## config.mk

```make
export PLATFORM = sky130hd
export DESIGN_NAME = snake_pattern_decoder
export DESIGN_NICKNAME = d
export VERILOG_FILES = /design/src/rtl/snake_pattern_decoder_pkg.sv /design/src/rtl/snake_pattern_decoder_sample_decode.sv /design/src/rtl/snake_pattern_decoder.sv
export SDC_FILE = /design/constraint.sdc
export NUM_CORES = 1
export LEC_CHECK = 0
export ABC_AREA = 1
export CAP_MARGIN = 10
export CORE_MARGIN = 2
export CORE_UTILIZATION = 45
export DETAILED_ROUTE_END_ITERATION = 7
export PLACE_DENSITY = 0.68
export SYNTH_ARGS = -nofsm -noshare
export SYNTH_HDL_FRONTEND = slang
export SYNTH_SLANG_ARGS = --single-unit
```

## constraint.sdc

```tcl
create_clock -name CLK -period 9.2 [get_ports CLK]
set_input_delay 1.38 -clock CLK [delete_from_list [all_inputs] [get_ports CLK]]
set_output_delay 1.38 -clock CLK [all_outputs]
set_load 0.01 [all_outputs]
```

## src/rtl/snake_pattern_decoder_pkg.sv

```systemverilog
// Shared constants for the seven-segment snake bus: step count, segment bit
// positions, the 20-step lookup table and the tracker state encoding.
package snake_pkg;

    localparam int SNAKE_STEPS = 20;

    localparam logic [4:0] LAST_STEP = 5'd19;
    localparam logic [4:0] NO_MATCH  = 5'h1F;

    localparam logic [2:0] SEG_A  = 3'd7;
    localparam logic [2:0] SEG_B  = 3'd6;
    localparam logic [2:0] SEG_C  = 3'd5;
    localparam logic [2:0] SEG_D  = 3'd4;
    localparam logic [2:0] SEG_E  = 3'd3;
    localparam logic [2:0] SEG_F  = 3'd2;
    localparam logic [2:0] SEG_G  = 3'd1;
    localparam logic [2:0] SEG_DP = 3'd0;

    // Each entry is {digit, seg_bit}
    localparam logic [4:0] SNAKE_TABLE [SNAKE_STEPS] = '{
        {2'd0, SEG_A}, {2'd1, SEG_A}, {2'd2, SEG_A}, {2'd3, SEG_A},
        {2'd3, SEG_B},
        {2'd3, SEG_G}, {2'd2, SEG_G}, {2'd1, SEG_G}, {2'd0, SEG_G},
        {2'd0, SEG_E},
        {2'd0, SEG_D}, {2'd1, SEG_D}, {2'd2, SEG_D}, {2'd3, SEG_D},
        {2'd3, SEG_C},
        {2'd3, SEG_G}, {2'd2, SEG_G}, {2'd1, SEG_G}, {2'd0, SEG_G},
        {2'd0, SEG_F}
    };

    typedef enum logic {
        HUNT,
        LOCKED
    } trk_state_t;

    function automatic logic [4:0] next_step(input logic [4:0] s);
        return (s == LAST_STEP) ? 5'd0 : s + 5'd1;
    endfunction

endpackage

```

## src/rtl/snake_pattern_decoder_sample_decode.sv

```systemverilog
// Combinational decode of one registered seg/an sample into digit, segment
// bit and (for non-G samples) the unique table step it corresponds to.
module snake_sample_decode
    import snake_pkg::*;
(
    input  logic [7:0] seg,
    input  logic [3:0] an,
    output logic       valid,
    output logic [1:0] digit,
    output logic [2:0] seg_bit,
    output logic       is_mid,
    output logic [4:0] match_step
);

    logic [2:0] an_lo;
    logic [3:0] seg_lo;

    always_comb begin
        an_lo  = 3'd0;
        seg_lo = 4'd0;
        digit  = 2'd0;
        seg_bit = 3'd0;
        for (int i = 0; i < 4; i++) begin
            if (!an[i]) begin
                an_lo = an_lo + 3'd1;
                digit = 2'(i);
            end
        end
        for (int i = 0; i < 8; i++) begin
            if (!seg[i]) begin
                seg_lo  = seg_lo + 4'd1;
                seg_bit = 3'(i);
            end
        end
        valid  = (an_lo == 3'd1) && (seg_lo == 4'd1);
        is_mid = (seg_bit == SEG_G);
    end

    // Non-G entries are unique, so at most one step can hit here
    always_comb begin
        match_step = NO_MATCH;
        for (int s = 0; s < SNAKE_STEPS; s++) begin
            if ((SNAKE_TABLE[s][2:0] != SEG_G) && (SNAKE_TABLE[s] == {digit, seg_bit})) begin
                match_step = 5'(s);
            end
        end
    end

endmodule

```

## src/rtl/snake_pattern_decoder.sv

```systemverilog
// Snake-bus receiver: two-stage sample/track pipeline that locks onto the
// 20-step pattern. Define SNAKE_DEC_FRAME_EN to maintain the per-digit frame.
module snake_pattern_decoder
    import snake_pkg::*;
#(
    parameter int LAP_W = 16,
    parameter int ERR_W = 8
) (
    input  logic             CLK,
    input  logic             RST,
    input  logic [7:0]       seg_in,
    input  logic [3:0]       an_in,
    output logic             locked,
    output logic [4:0]       step_idx,
    output logic             step_pulse,
    output logic             err_pulse,
    output logic [ERR_W-1:0] err_count,
    output logic [LAP_W-1:0] lap_count,
    output logic [31:0]      frame
);

    logic [7:0]  seg_p1;
    logic [3:0]  an_p1;
    logic [11:0] prev_p1;

    logic        vld_p1;
    logic [1:0]  dig_p1;
    logic [2:0]  bit_p1;
    logic        mid_p1;
    logic [4:0]  mstep_p1;

    logic        stall_p1;
    logic        adv_ok_p1;
    logic        hunt_hit_p1;

    trk_state_t  state_q, state_d;
    logic [4:0]  step_d;
    logic        sp_d, ep_d, lap_inc_d;

    // ---- stage 1: raw pin capture plus the sample before it
    always_ff @(posedge CLK or posedge RST) begin
        if (RST) begin
            seg_p1  <= 8'hFF;
            an_p1   <= 4'hF;
            prev_p1 <= 12'hFFF;
        end else begin
            seg_p1  <= seg_in;
            an_p1   <= an_in;
            prev_p1 <= {seg_p1, an_p1};
        end
    end

    // ---- stage 2: decode and tracker
    snake_sample_decode u_decode (
        .seg        (seg_p1),
        .an         (an_p1),
        .valid      (vld_p1),
        .digit      (dig_p1),
        .seg_bit    (bit_p1),
        .is_mid     (mid_p1),
        .match_step (mstep_p1)
    );

    assign stall_p1    = ({seg_p1, an_p1} == prev_p1);
    assign adv_ok_p1   = vld_p1 && (SNAKE_TABLE[next_step(step_idx)] == {dig_p1, bit_p1});
    assign hunt_hit_p1 = vld_p1 && !mid_p1 && (mstep_p1 != NO_MATCH);

    always_comb begin
        state_d   = state_q;
        step_d    = step_idx;
        sp_d      = 1'b0;
        ep_d      = 1'b0;
        lap_inc_d = 1'b0;
        case (state_q)
            HUNT: begin
                if (hunt_hit_p1) begin
                    state_d = LOCKED;
                    step_d  = mstep_p1;
                    sp_d    = 1'b1;
                end
            end
            LOCKED: begin
                // A held sample is the generator pausing, not a fault
                if (!stall_p1) begin
                    if (adv_ok_p1) begin
                        step_d    = next_step(step_idx);
                        sp_d      = 1'b1;
                        lap_inc_d = (step_idx == LAST_STEP);
                    end else begin
                        ep_d    = 1'b1;
                        state_d = HUNT;
                    end
                end
            end
            default: state_d = HUNT;
        endcase
    end

    always_ff @(posedge CLK or posedge RST) begin
        if (RST) begin
            state_q    <= HUNT;
            step_idx   <= 5'd0;
            step_pulse <= 1'b0;
            err_pulse  <= 1'b0;
            err_count  <= '0;
            lap_count  <= '0;
        end else begin
            state_q    <= state_d;
            step_idx   <= step_d;
            step_pulse <= sp_d;
            err_pulse  <= ep_d;
            if (ep_d && (err_count != {ERR_W{1'b1}})) begin
                err_count <= err_count + ERR_W'(1);
            end
            if (lap_inc_d) begin
                lap_count <= lap_count + LAP_W'(1);
            end
        end
    end

    assign locked = (state_q == LOCKED);

`ifdef SNAKE_DEC_FRAME_EN
    logic [31:0] frame_q;

    always_ff @(posedge CLK or posedge RST) begin
        if (RST) begin
            frame_q <= 32'hFFFF_FFFF;
        end else if (vld_p1) begin
            frame_q[{dig_p1, 3'b000} +: 8] <= seg_p1;
        end
    end

    assign frame = frame_q;
`else
    assign frame = 32'hFFFF_FFFF;
`endif

endmodule

```

## Yosys cells after proc, flatten, opt, wreduce, memory -nomap -nowiden

Memories as Yosys holds them, arrays and structs flattened.
Index checks and enable logic that the tools add are counted.
Widths: inputs -> output; s select.

| storage, ports and cells | value |
|---|---|
| logic and storage cells | 109 |
| register bits after elaboration | 56 |
| output and inout bits | 64 |
| bits in writable memories | 0 |
| memory bits (read-only) | 160 |
| input port bits | 14 |
| memories | 1 |
| bits in latches | 0 |

Memories:

| name | words | width | rd ports | clocked after Yosys merged registers in | write ports | RTL line | source |
|---|---|---|---|---|---|---|---|
| (no name shown) | 32 | 5 | 1 | 0 | 0 | snake_pattern_decoder.sv:65 | `assign adv_ok_p1 = vld_p1 && (SNAKE_TABLE[next_step(step_idx)] == {dig_p1, bit_p1});` |

| operators by class | value |
|---|---|
| bitwise operators | 2 |
| equality and inequality tests | 23 |
| $lt $le $gt $ge | 1 |
| $add $sub $neg | 13 |
| div/mod/pow operators | 0 |
| multipliers | 0 |
| mux-type cells | 53 |
| reductions and logical operators | 7 |
| shift-type cells | 0 |

Operators with widths:

| kind | number |
|---|---|
| $mux 5 | 18 |
| $eq 5x5->1 const A | 6 |
| $mux 4 | 7 |
| $mux 3 | 9 |
| $add 4x1->4 const B | 6 |
| $add 16x1->16 const B | 1 |
| $mux 1 | 14 |
| $eq 12x12->1 | 1 |
| $eq 2x5->1 const A | 2 |
| $eq 3x5->1 const A | 2 |
| $eq 4x5->1 const A | 2 |
| $pmux 5 s2 | 1 |
| $add 8x1->8 const B | 1 |
| $ne 8x8->1 const B | 1 |
| $add 3x1->3 const B | 2 |
| $eq 3x1->1 const B | 2 |
| $ge 6x6->1 const B | 1 |
| $ne 2x2->1 const B | 3 |
| $not 5->6 | 1 |
| $add 5x1->5 const B | 1 |
| $eq 5x5->1 | 1 |
| $eq 5x5->1 const B | 1 |
| $logic_and 1x1->1 | 5 |
| $ne 5x5->1 const B | 1 |
| 7 further kinds | 10 |

## Longest topological paths before layout

Gate-level depths: netlist of the first run.

| depth | value |
|---|---|
| word-level depth | 24 |
| depth in mapped cells | 31 |
| gate-level depth less buffers | 31 |

## By module

Synthesis of the first run repeated with hierarchy kept, for this count alone.

| unflattened totals | value |
|---|---|
| cells, all modules | 572 |
| area total of the unflattened synthesis | 4202.8 µm² |

Modules (own cells, without submodules):

| module | seq. area each (µm²) | area an instance (µm²) | cells an instance | instances |
|---|---|---|---|---|
| snake_pattern_decoder | 1431.4 | 3325.7 | 412 | 1 |
| snake_sample_decode | 0.0 | 877.1 | 160 | 1 |

## Worst setup path after synthesis of the first run

OpenSTA, ideal clock, no wires.

| timing | value |
|---|---|
| kind | register to register |
| start | register seg_p1[1] |
| end | register lap_count[6] |
| stages on the path, launching flop included | 30 |
| data arrival time | 4.357 ns |
| path slack | 4.725 ns |
| library setup time | 0.119 ns |
| required time | 9.081 ns |
| path buffers | 1 |
| period minus slack after synthesis | 4.475 ns |
| cells stage by stage | dfstp_2 > inv_1 > ha_1 > inv_1 > nand2_2 > nand2_1 > ha_1 > nand2_1 > nand2_1 > ha_1 > or2_2 > nand2_1 > inv_1 > ha_1 > nand2_1 > nand2_1 > ha_1 > or2_2 > nand2_1 > inv_1 > ha_1 > a21oi_1 > nand2_1 > nand2_1 > nand3_2 > nor2_8 > nand4_4 > buf_6 > nand2_1 > nand2_1 |

| on the way | value |
|---|---|
| longest elaborated chain between the ends | 19 |
| elaborated cells on any way between the ends | 28 |
| those cells by class | add/sub (6); eq/ne (3); mux (17); reduce/logical (2) |

Ends and longest elaborated chain:

| item | RTL line | source |
|---|---|---|
| start, declared | snake_pattern_decoder.sv:22 | `logic [7:0] seg_p1;` |
| start signal, assigned | snake_pattern_decoder.sv:47 | `seg_p1 <= seg_in;` |
| $mux 4 | snake_pattern_decoder_sample_decode.sv:30 | `if (!seg[i]) begin` |
| $add 4x1->4 | snake_pattern_decoder_sample_decode.sv:31 | `seg_lo = seg_lo + 4'd1;` |
| $mux 4 | snake_pattern_decoder_sample_decode.sv:30 |  |
| $add 4x1->4 | snake_pattern_decoder_sample_decode.sv:31 |  |
| $mux 4 | snake_pattern_decoder_sample_decode.sv:30 |  |
| $add 4x1->4 | snake_pattern_decoder_sample_decode.sv:31 |  |
| $mux 4 | snake_pattern_decoder_sample_decode.sv:30 |  |
| $add 4x1->4 | snake_pattern_decoder_sample_decode.sv:31 |  |
| (+3 left out) | - |  |
| $add 4x1->4 | snake_pattern_decoder_sample_decode.sv:31 |  |
| $mux 4 | snake_pattern_decoder_sample_decode.sv:30 |  |
| $eq 4x1->1 | snake_pattern_decoder_sample_decode.sv:35 | `valid = (an_lo == 3'd1) && (seg_lo == 4'd1);` |
| $logic_and 1x1->1 | snake_pattern_decoder_sample_decode.sv:35 |  |
| $logic_and 1x1->1 | snake_pattern_decoder.sv:65 |  |
| $mux 1 | snake_pattern_decoder.sv:85 | `if (adv_ok_p1) begin` |
| $mux 1 (*) | snake_pattern_decoder.sv:84 | `if (!stall_p1) begin` |
| $mux 1 (*) | snake_pattern_decoder.sv:74 | `case (state_q)` |
| end signal, assigned | snake_pattern_decoder.sv:116 | `lap_count <= lap_count + LAP_W'(1);` |
| end, declared | snake_pattern_decoder.sv:18 | `output logic [LAP_W-1:0] lap_count,` |

Mark *: on every way between the ends. The rest lies on a longest branch, timed or not.
A chain may end at the register's enable or synchronous reset.

## Worst setup path in the final report of the first run

| timing | value |
|---|---|
| start | register seg_p1[0] |
| end | register lap_count[10] |

| on the way | value |
|---|---|
| longest elaborated chain between the ends | 21 |
| elaborated cells on any way between the ends | 22 |
| those cells by class | add/sub (7); eq/ne (2); mux (11); reduce/logical (2) |

Ends and longest elaborated chain:

| item | RTL line |
|---|---|
| $mux 1 | snake_pattern_decoder_sample_decode.sv:30 |
| $add 1x1->2 | snake_pattern_decoder_sample_decode.sv:31 |
| $mux 4 | snake_pattern_decoder_sample_decode.sv:30 |
| $add 4x1->4 | snake_pattern_decoder_sample_decode.sv:31 |
| $mux 4 | snake_pattern_decoder_sample_decode.sv:30 |
| $add 4x1->4 | snake_pattern_decoder_sample_decode.sv:31 |
| $mux 4 | snake_pattern_decoder_sample_decode.sv:30 |
| $add 4x1->4 | snake_pattern_decoder_sample_decode.sv:31 |
| (+5 left out) | - |
| $add 4x1->4 | snake_pattern_decoder_sample_decode.sv:31 |
| $mux 4 | snake_pattern_decoder_sample_decode.sv:30 |
| $eq 4x1->1 | snake_pattern_decoder_sample_decode.sv:35 |
| $logic_and 1x1->1 | snake_pattern_decoder_sample_decode.sv:35 |
| $logic_and 1x1->1 | snake_pattern_decoder.sv:65 |
| $mux 1 | snake_pattern_decoder.sv:85 |
| $mux 1 (*) | snake_pattern_decoder.sv:84 |
| $mux 1 (*) | snake_pattern_decoder.sv:74 |

Marked as above.

==> results of run 1 <==
per-layer routing:
metal | vias to the layer above | global-route usage | routed length (um)
met3 | 8 | 0.0209 | 424
met4 | 0 | 0.0534 | 103
met5 | - | 0 | 0
met2 | 119 | 0.285 | 3790
met1 | 1634 | 0.227 | 3630
li1 | 1717 | - | -
worst max-delay path, cell delays in order, from the launching register on:
cell                      delay (ns)
sky130_fd_sc_hd__dfstp_2        0.56
sky130_fd_sc_hd__inv_1          0.07
sky130_fd_sc_hd__ha_1           0.33
sky130_fd_sc_hd__inv_1          0.08
sky130_fd_sc_hd__nand2_2        0.09
sky130_fd_sc_hd__nand2_1        0.08
sky130_fd_sc_hd__ha_1           0.30
sky130_fd_sc_hd__nand2_1        0.08
sky130_fd_sc_hd__nand2_1        0.07
sky130_fd_sc_hd__ha_1           0.26
sky130_fd_sc_hd__or2_2          0.28
sky130_fd_sc_hd__nand2_1        0.09
sky130_fd_sc_hd__inv_1          0.05
sky130_fd_sc_hd__ha_1           0.26
sky130_fd_sc_hd__nand2_1        0.09
sky130_fd_sc_hd__nand2_1        0.08
sky130_fd_sc_hd__ha_1           0.27
sky130_fd_sc_hd__or2_2          0.27
sky130_fd_sc_hd__nand2_1        0.09
sky130_fd_sc_hd__inv_1          0.04
sky130_fd_sc_hd__ha_1           0.26
sky130_fd_sc_hd__a21oi_1        0.11
sky130_fd_sc_hd__nand2_1        0.06
sky130_fd_sc_hd__nand2_1        0.07
sky130_fd_sc_hd__nand3_2        0.19
sky130_fd_sc_hd__nor3_2         0.61
sky130_fd_sc_hd__nand4_1        0.18
sky130_fd_sc_hd__nand2_1        0.10
cell usage after synthesis, types with 10 or more instances:
cell type and n:
sky130_fd_sc_hd__nand2_1 158, sky130_fd_sc_hd__nand3_1 62, sky130_fd_sc_hd__inv_1 50, sky130_fd_sc_hd__buf_4 33, sky130_fd_sc_hd__dfrtp_1 32, sky130_fd_sc_hd__nor2_1 26
sky130_fd_sc_hd__dfstp_2 24, sky130_fd_sc_hd__nand4_1 22, sky130_fd_sc_hd__xor2_1 20, sky130_fd_sc_hd__ha_1 13, sky130_fd_sc_hd__nor3_1 10, sky130_fd_sc_hd__o21ai_0 10
sky130_fd_sc_hd__xnor2_1 10
sequential cells by signal, indices dropped and copies added (netlist names):
register    flops
an_p1           4
locked          1
prev_p1        12
err_pulse       1
lap_count      16
step_pulse      1
step_idx        5
seg_p1          8
err_count       8
cell type report:
class | instances | area [um^2] | area share
inverter | 53 | 199 | 0.0450
clock buffer | 5 | 68.8 | 0.0156
timing repair buffer | 46 | 458 | 0.104
tap | 108 | 135 | 0.0306
sequential | 56 | 1430 | 0.324
multi-input combinational | 403 | 2100 | 0.476
clock inverter | 3 | 22.5 | 0.00510
stage by stage:
step / area, um^2 / util / instances / worst slack, ns / hold slack [ns]
after floorplan: 4060 / - / 556 / 4.72 / 0.352
after CTS: 4420 / 0.514 / 674 / 4.15 / 0.390
after global placement: 4330 / 0.504 / 666 / 4.34 / 0.365
final: 4420 / 0.514 / 674 / 4.13 / 0.387
after detailed placement: 4330 / 0.504 / 666 / 4.16 / 0.375
after global routing: 4420 / 0.514 / 674 / 3.74 / 0.394
power by group through the flow:
stage | clock (mW) | combinational, mW | sequential, mW
5_1_grt | 0.150 | 0.374 | 0.312
6_report | 0.135 | 0.324 | 0.307
2_1_floorplan | 0 | 0.259 | 0.305
3_5_place_dp | 0 | 0.322 | 0.312
3_3_place_gp | 0 | 0.316 | 0.310
4_1_cts | 0.139 | 0.324 | 0.307
how the worst max path moves through the flow:
stage / startpoint / endpoint / slack [ns] / cells after the start
6_report: seg_p1[0] / lap_count[10] / 4.13 / 27
5_1_grt: seg_p1[1] / lap_count[2] / 3.74 / 27
4_1_cts: seg_p1[0] / lap_count[9] / 4.15 / 27
3_5_place_dp: seg_p1[0] / lap_count[9] / 4.16 / 27
3_3_place_gp: seg_p1[1] / lap_count[15] / 4.34 / 27
2_1_floorplan: seg_p1[1] / lap_count[6] / 4.72 / 29
cell families after synthesis:
family / share of synthesized area
buf+inv: 0.133
xor+xnor: 0.0666
flops: 0.363
simple gates: 0.359
fa+ha+maj: 0.0413
compound gates: 0.0368
other cells: 0.000951
==> flow_metrics.tcl, run 1 <==
set metrics [dict create \
    outcome "complete, no violations" \
    worst_hold_endpoint "prev_p1[4]" \
    worst_setup_path_start_kind "flop" \
    timing.hold.worst_path_depth 0 \
    worst-r2r-setup-slack_ns 4.13 \
    antenna_cells_inserted 0 \
    sequential_element_share_of_the_synthesized_area 0.363 \
    design.die.area_um2 9530 \
    drive_gt1_frac 0.0972 \
    totalWireLength_um 7950 \
    worstPathRequired_ns 9.45 \
    worst-path-max-fanout 11 \
    max_freq_mhz 197 \
    timing.critical_path.to_type "flop" \
    post-route-drc-count 0 \
    synth_top_flop_cell "sky130_fd_sc_hd__dfrtp_1" \
    globalRoute.totalOverflow 0 \
    min-delay-path-class "flop to flop" \
    die_width_um 97.6 \
    critical_path.reg2reg.endpoint "lap_count[10]" \
    wire_per_inst_um 11.8 \
    detailed_route_vias_per_instance 5.16 \
    leakagePower_nw 2.24 \
    cts_resized 0 \
    fp.coreArea_um2 8590 \
    yosys.area.top_type_share 0.203 \
    final-hold-violation-count 0 \
    clock_tree.htree_level_count 2 \
    comb_power_share 0.423 \
    grt_antenna_before_repair 0 \
    worstPathArrival_ns 5.33 \
    register_share_of_total_power 0.401 \
    synth_area_leader_cell "sky130_fd_sc_hd__dfrtp_1" \
    drtAntennaViolNets 0 \
    drv_cap 0 \
    mostFrequentLayoutCell "sky130_fd_sc_hd__nand2_1" \
    grt_use_total 0.169 \
    synth_area_per_cell_um2 7.51 \
    asyncSetResetFlopFracSynth 1.00 \
    final.setup.tns_ns 0 \
    tritoncts "yes" \
    cts-root-to-sink-buffers 2 \
    root_buffer "sky130_fd_sc_hd__clkbuf_8" \
    p_clk_frac 0.177 \
    path_clk_slew_ns 0.10 \
    via_count_of_the_first_global_routing_pass 3154 \
    slew_violations 0 \
    initial_drc_count 190 \
    drt_pass1_iterations 4 \
    final-setup-viol-count 0 \
    synth_cells 525 \
    power.internal_mw 0.456 \
    slew_headroom 0.504 \
    post_cts_buffers 0 \
    synth_warn 0 \
    rr_worst_depth 27 \
    fillers 852 \
    io_pins 78 \
    synthToLayoutAreaGrowth_pct 12.1 \
    hold_path_startpoint "seg_p1[0]" \
    ir_drop_uv 107 \
    die_ht_um 97.6 \
    p_sw_mw 0.311 \
    cts-hold-fix-buffers 0 \
    worst_r2r_startpoint "seg_p1[0]" \
    finalClockSkew_ns 0.00708 \
    floorplan.initialDensity 0.459 \
    final_critical_path_time_including_i_o_delays_and_setup_ns 5.07 \
    cts_made_buffers 5 \
    grt_setup_unrepaired "false" \
    buffer_ports.inserted 45 \
    post_synth_instance_area_um2 3940 \
    power_density_nw_per_um2 173 \
    critical_path_class "flop to flop" \
    tightestPinTransition_ns 0.740 \
    postSynthRegisterBits 56 \
    p_total_mw 0.767 \
    clock_sinks 56 \
    synth-edff-count 0 \
    first_pass_grt_wire_length_um 13800 \
    worst_skew_pair.late_latency_ns 0.31 \
    finish.net_count 592 \
    most_used_cells_in_the_layout_excluding_fill_and_tap_cells "sky130_fd_sc_hd__nand2_1, sky130_fd_sc_hd__nand3_1, sky130_fd_sc_hd__inv_1, sky130_fd_sc_hd__clkdlybuf4s50_1" \
    via_count 3478 \
    synthTopCellsByArea "sky130_fd_sc_hd__dfrtp_1, sky130_fd_sc_hd__dfstp_2, sky130_fd_sc_hd__nand2_1" \
    p_sw_frac 0.406 \
    gp_routability_congestion 0.835 \
    post-route-period-util 0.551 \
    synth.distinct_cells 41 \
    hpwlAfterDp_um 5900 \
    num_rows 34 \
    grt_max_degree 57 \
]
Note: power is estimated with default switching activity, not from simulation.
==> run 2: changes to the inputs <==
- clock period: 9.2 -> 5.2 ns (I/O delays scaled with it)
==> run 2 against run 1 <==
  * Design area rose by 2.2%
  * First-iteration DRC count fell by 5.8%
  * Routed wire length rose by 3.9%
  * Largest cell class unchanged
  * Count of clock-buffer cells in the layout did not move
  * Clock skew fell by 0.0011 ns
  * Worst hold slack got worse by 0.0015 ns
  * Critical path depth rose by 1
  * Power rose by 79%
  * Worst setup slack got worse by 3.7 ns
==> flow_metrics.tcl, run 2 (synthesized netlist as in run 1, its figures left out) <==
set metrics [dict create \
    drive_gt1_frac 0.119 \
    slew_violations 0 \
    root_buffer "sky130_fd_sc_hd__clkbuf_8" \
    critical_path_class "flop to flop" \
    finish.net_count 597 \
    cts_made_buffers 5 \
    worst-path-max-fanout 7 \
    slowest_delay_ns 0.56 \
    drt_pass1_iterations 4 \
    finalInstanceArea_um2 4520 \
    final-hold-violation-count 0 \
    globalRoute.totalOverflow 0 \
    wire_per_inst_um 12.2 \
    finalClockSkew_ns 0.00593 \
    synthToLayoutAreaGrowth_pct 14.6 \
    grt_antenna_before_repair 0 \
    gp_routability_congestion 0.839 \
    worst_setup_path_start_kind "flop" \
    worstPathRequired_ns 5.40 \
    leakagePower_nw 2.29 \
    totalWireLength_um 8260 \
    design.die.area_um2 9530 \
    min-delay-path-class "flop to flop" \
    top_register "lap_count" \
    timing.critical_path.to_type "flop" \
    via_count_of_the_first_global_routing_pass 3235 \
    detailed_route_vias_per_instance 5.03 \
    path_common_cell "sky130_fd_sc_hd__nand2_1" \
    first_pass_grt_wire_length_um 14300 \
    cts-root-to-sink-buffers 2 \
    drtAntennaViolNets 0 \
    grt_use_total 0.177 \
    largest_register_ffs 16 \
    grt_max_degree 57 \
    final-setup-viol-count 0 \
    placed_area_um2 4340 \
    most_used_cells_in_the_layout_excluding_fill_and_tap_cells "sky130_fd_sc_hd__nand2_1, sky130_fd_sc_hd__nand3_1, sky130_fd_sc_hd__inv_1, sky130_fd_sc_hd__clkdlybuf4s50_1" \
    largestRegisters "lap_count (16), prev_p1 (12)" \
    drv_cap 0 \
    worstPathArrival_ns 5.00 \
    die_ht_um 97.6 \
    initial_drc_count 179 \
    post-route-drc-count 0 \
    buffer_ports.inserted 45 \
    clock_tree.htree_level_count 2 \
    post-route-period-util 0.923 \
    ir_drop_uv 185 \
    worst-r2r-setup-slack_ns 0.40 \
    slew_headroom 0.515 \
    clock_sinks 56 \
    layout.cells.non_filler 679 \
    placed_cells_incl_taps 667 \
    worst_skew_pair.late_latency_ns 0.31 \
    tritoncts "yes" \
    io_pins 78 \
    slowest_stage "sky130_fd_sc_hd__dfstp_2" \
    hpwlAfterDp_um 5990 \
    final_critical_path_time_including_i_o_delays_and_setup_ns 4.80 \
    die_width_um 97.6 \
    fin_hold_ws_ns 0.386 \
    fp.coreArea_um2 8590 \
    fillers 818 \
    tightestPinTransition_ns 0.727 \
    cts-hold-fix-buffers 0 \
    path_clk_slew_ns 0.10 \
    max_freq_mhz 208 \
    via_count 3417 \
    p_total_mw 1.37 \
    outcome "complete, no violations" \
    power_density_nw_per_um2 304 \
    antenna_cells_inserted 0 \
    num_rows 34 \
    floorplan.initialDensity 0.459 \
    mostFrequentLayoutCell "sky130_fd_sc_hd__nand2_1" \
]
run 2: routing by layer:
layer,wire length (um),vias to the layer above,global-route usage
li1,-,1739,-
met1,3820,1578,0.230
met2,3920,91,0.307
met3,416,9,0.0288
met4,99,0,0.0481
met5,0,-,0
run 2: final timing paths:
check                               start           end  depth (start not counted)
worst max-delay path            seg_p1[0]  lap_count[2]                         28
worst min-delay path            seg_p1[0]    prev_p1[4]                          0
min in group asynchronous             RST     err_pulse                          3
worst max register to register  seg_p1[0]  lap_count[2]                         28
worst min register to register  seg_p1[0]    prev_p1[4]                          0
max in group asynchronous             RST  lap_count[2]                          3
run 2: cell type report:
| cell class | count | area, um^2 | area share |
|---|---|---|---|
| Clock inverter | 3 | 26.3 | 0.00582 |
| Inverter | 53 | 199 | 0.0440 |
| Sequential cell | 56 | 1430 | 0.317 |
| Timing Repair Buffer | 50 | 488 | 0.108 |
| Clock buffer | 5 | 68.8 | 0.0152 |
| Tap cell | 108 | 135 | 0.0299 |
| Multi-Input combinational cell | 404 | 2170 | 0.480 |
run 2: through the flow:
step / utilization / worst slack (ns) / setup TNS (ns)
2_1_floorplan: - / 0.725 / 0
3_3_place_gp: 0.505 / 0.517 / 0
3_5_place_dp: 0.505 / 0.350 / 0
4_1_cts: 0.516 / 0.300 / 0
5_1_grt: 0.526 / -0.0169 / -0.0195
6_report: 0.526 / 0.400 / 0
run 2: repair_timing:
item | in CTS | in global routing
buffers inserted | 0 | 3
resized for setup | 0 | 11
endpoints found under the setup margin | 0 | 26
run 2: worst max-delay path: cells and delay by family (launching register included):
| kind | cells | cell delay, ns |
|---|---|---|
| AO/OA/AOI/OAI | 1 | 0.12 |
| adder cells (fa/ha/maj) | 6 | 1.60 |
| buffers and inverters | 4 | 0.25 |
| flip-flops | 1 | 0.56 |
| AND/OR/NAND/NOR | 17 | 2.16 |
run 2: where the power goes:
group | leakage [nW] | switching (mW) | total [mW] | internal, mW
clock network | 0.0487 | 0.148 | 0.247 | 0.0985
logic | 1.55 | 0.350 | 0.581 | 0.231
registers | 0.690 | 0.0615 | 0.543 | 0.481
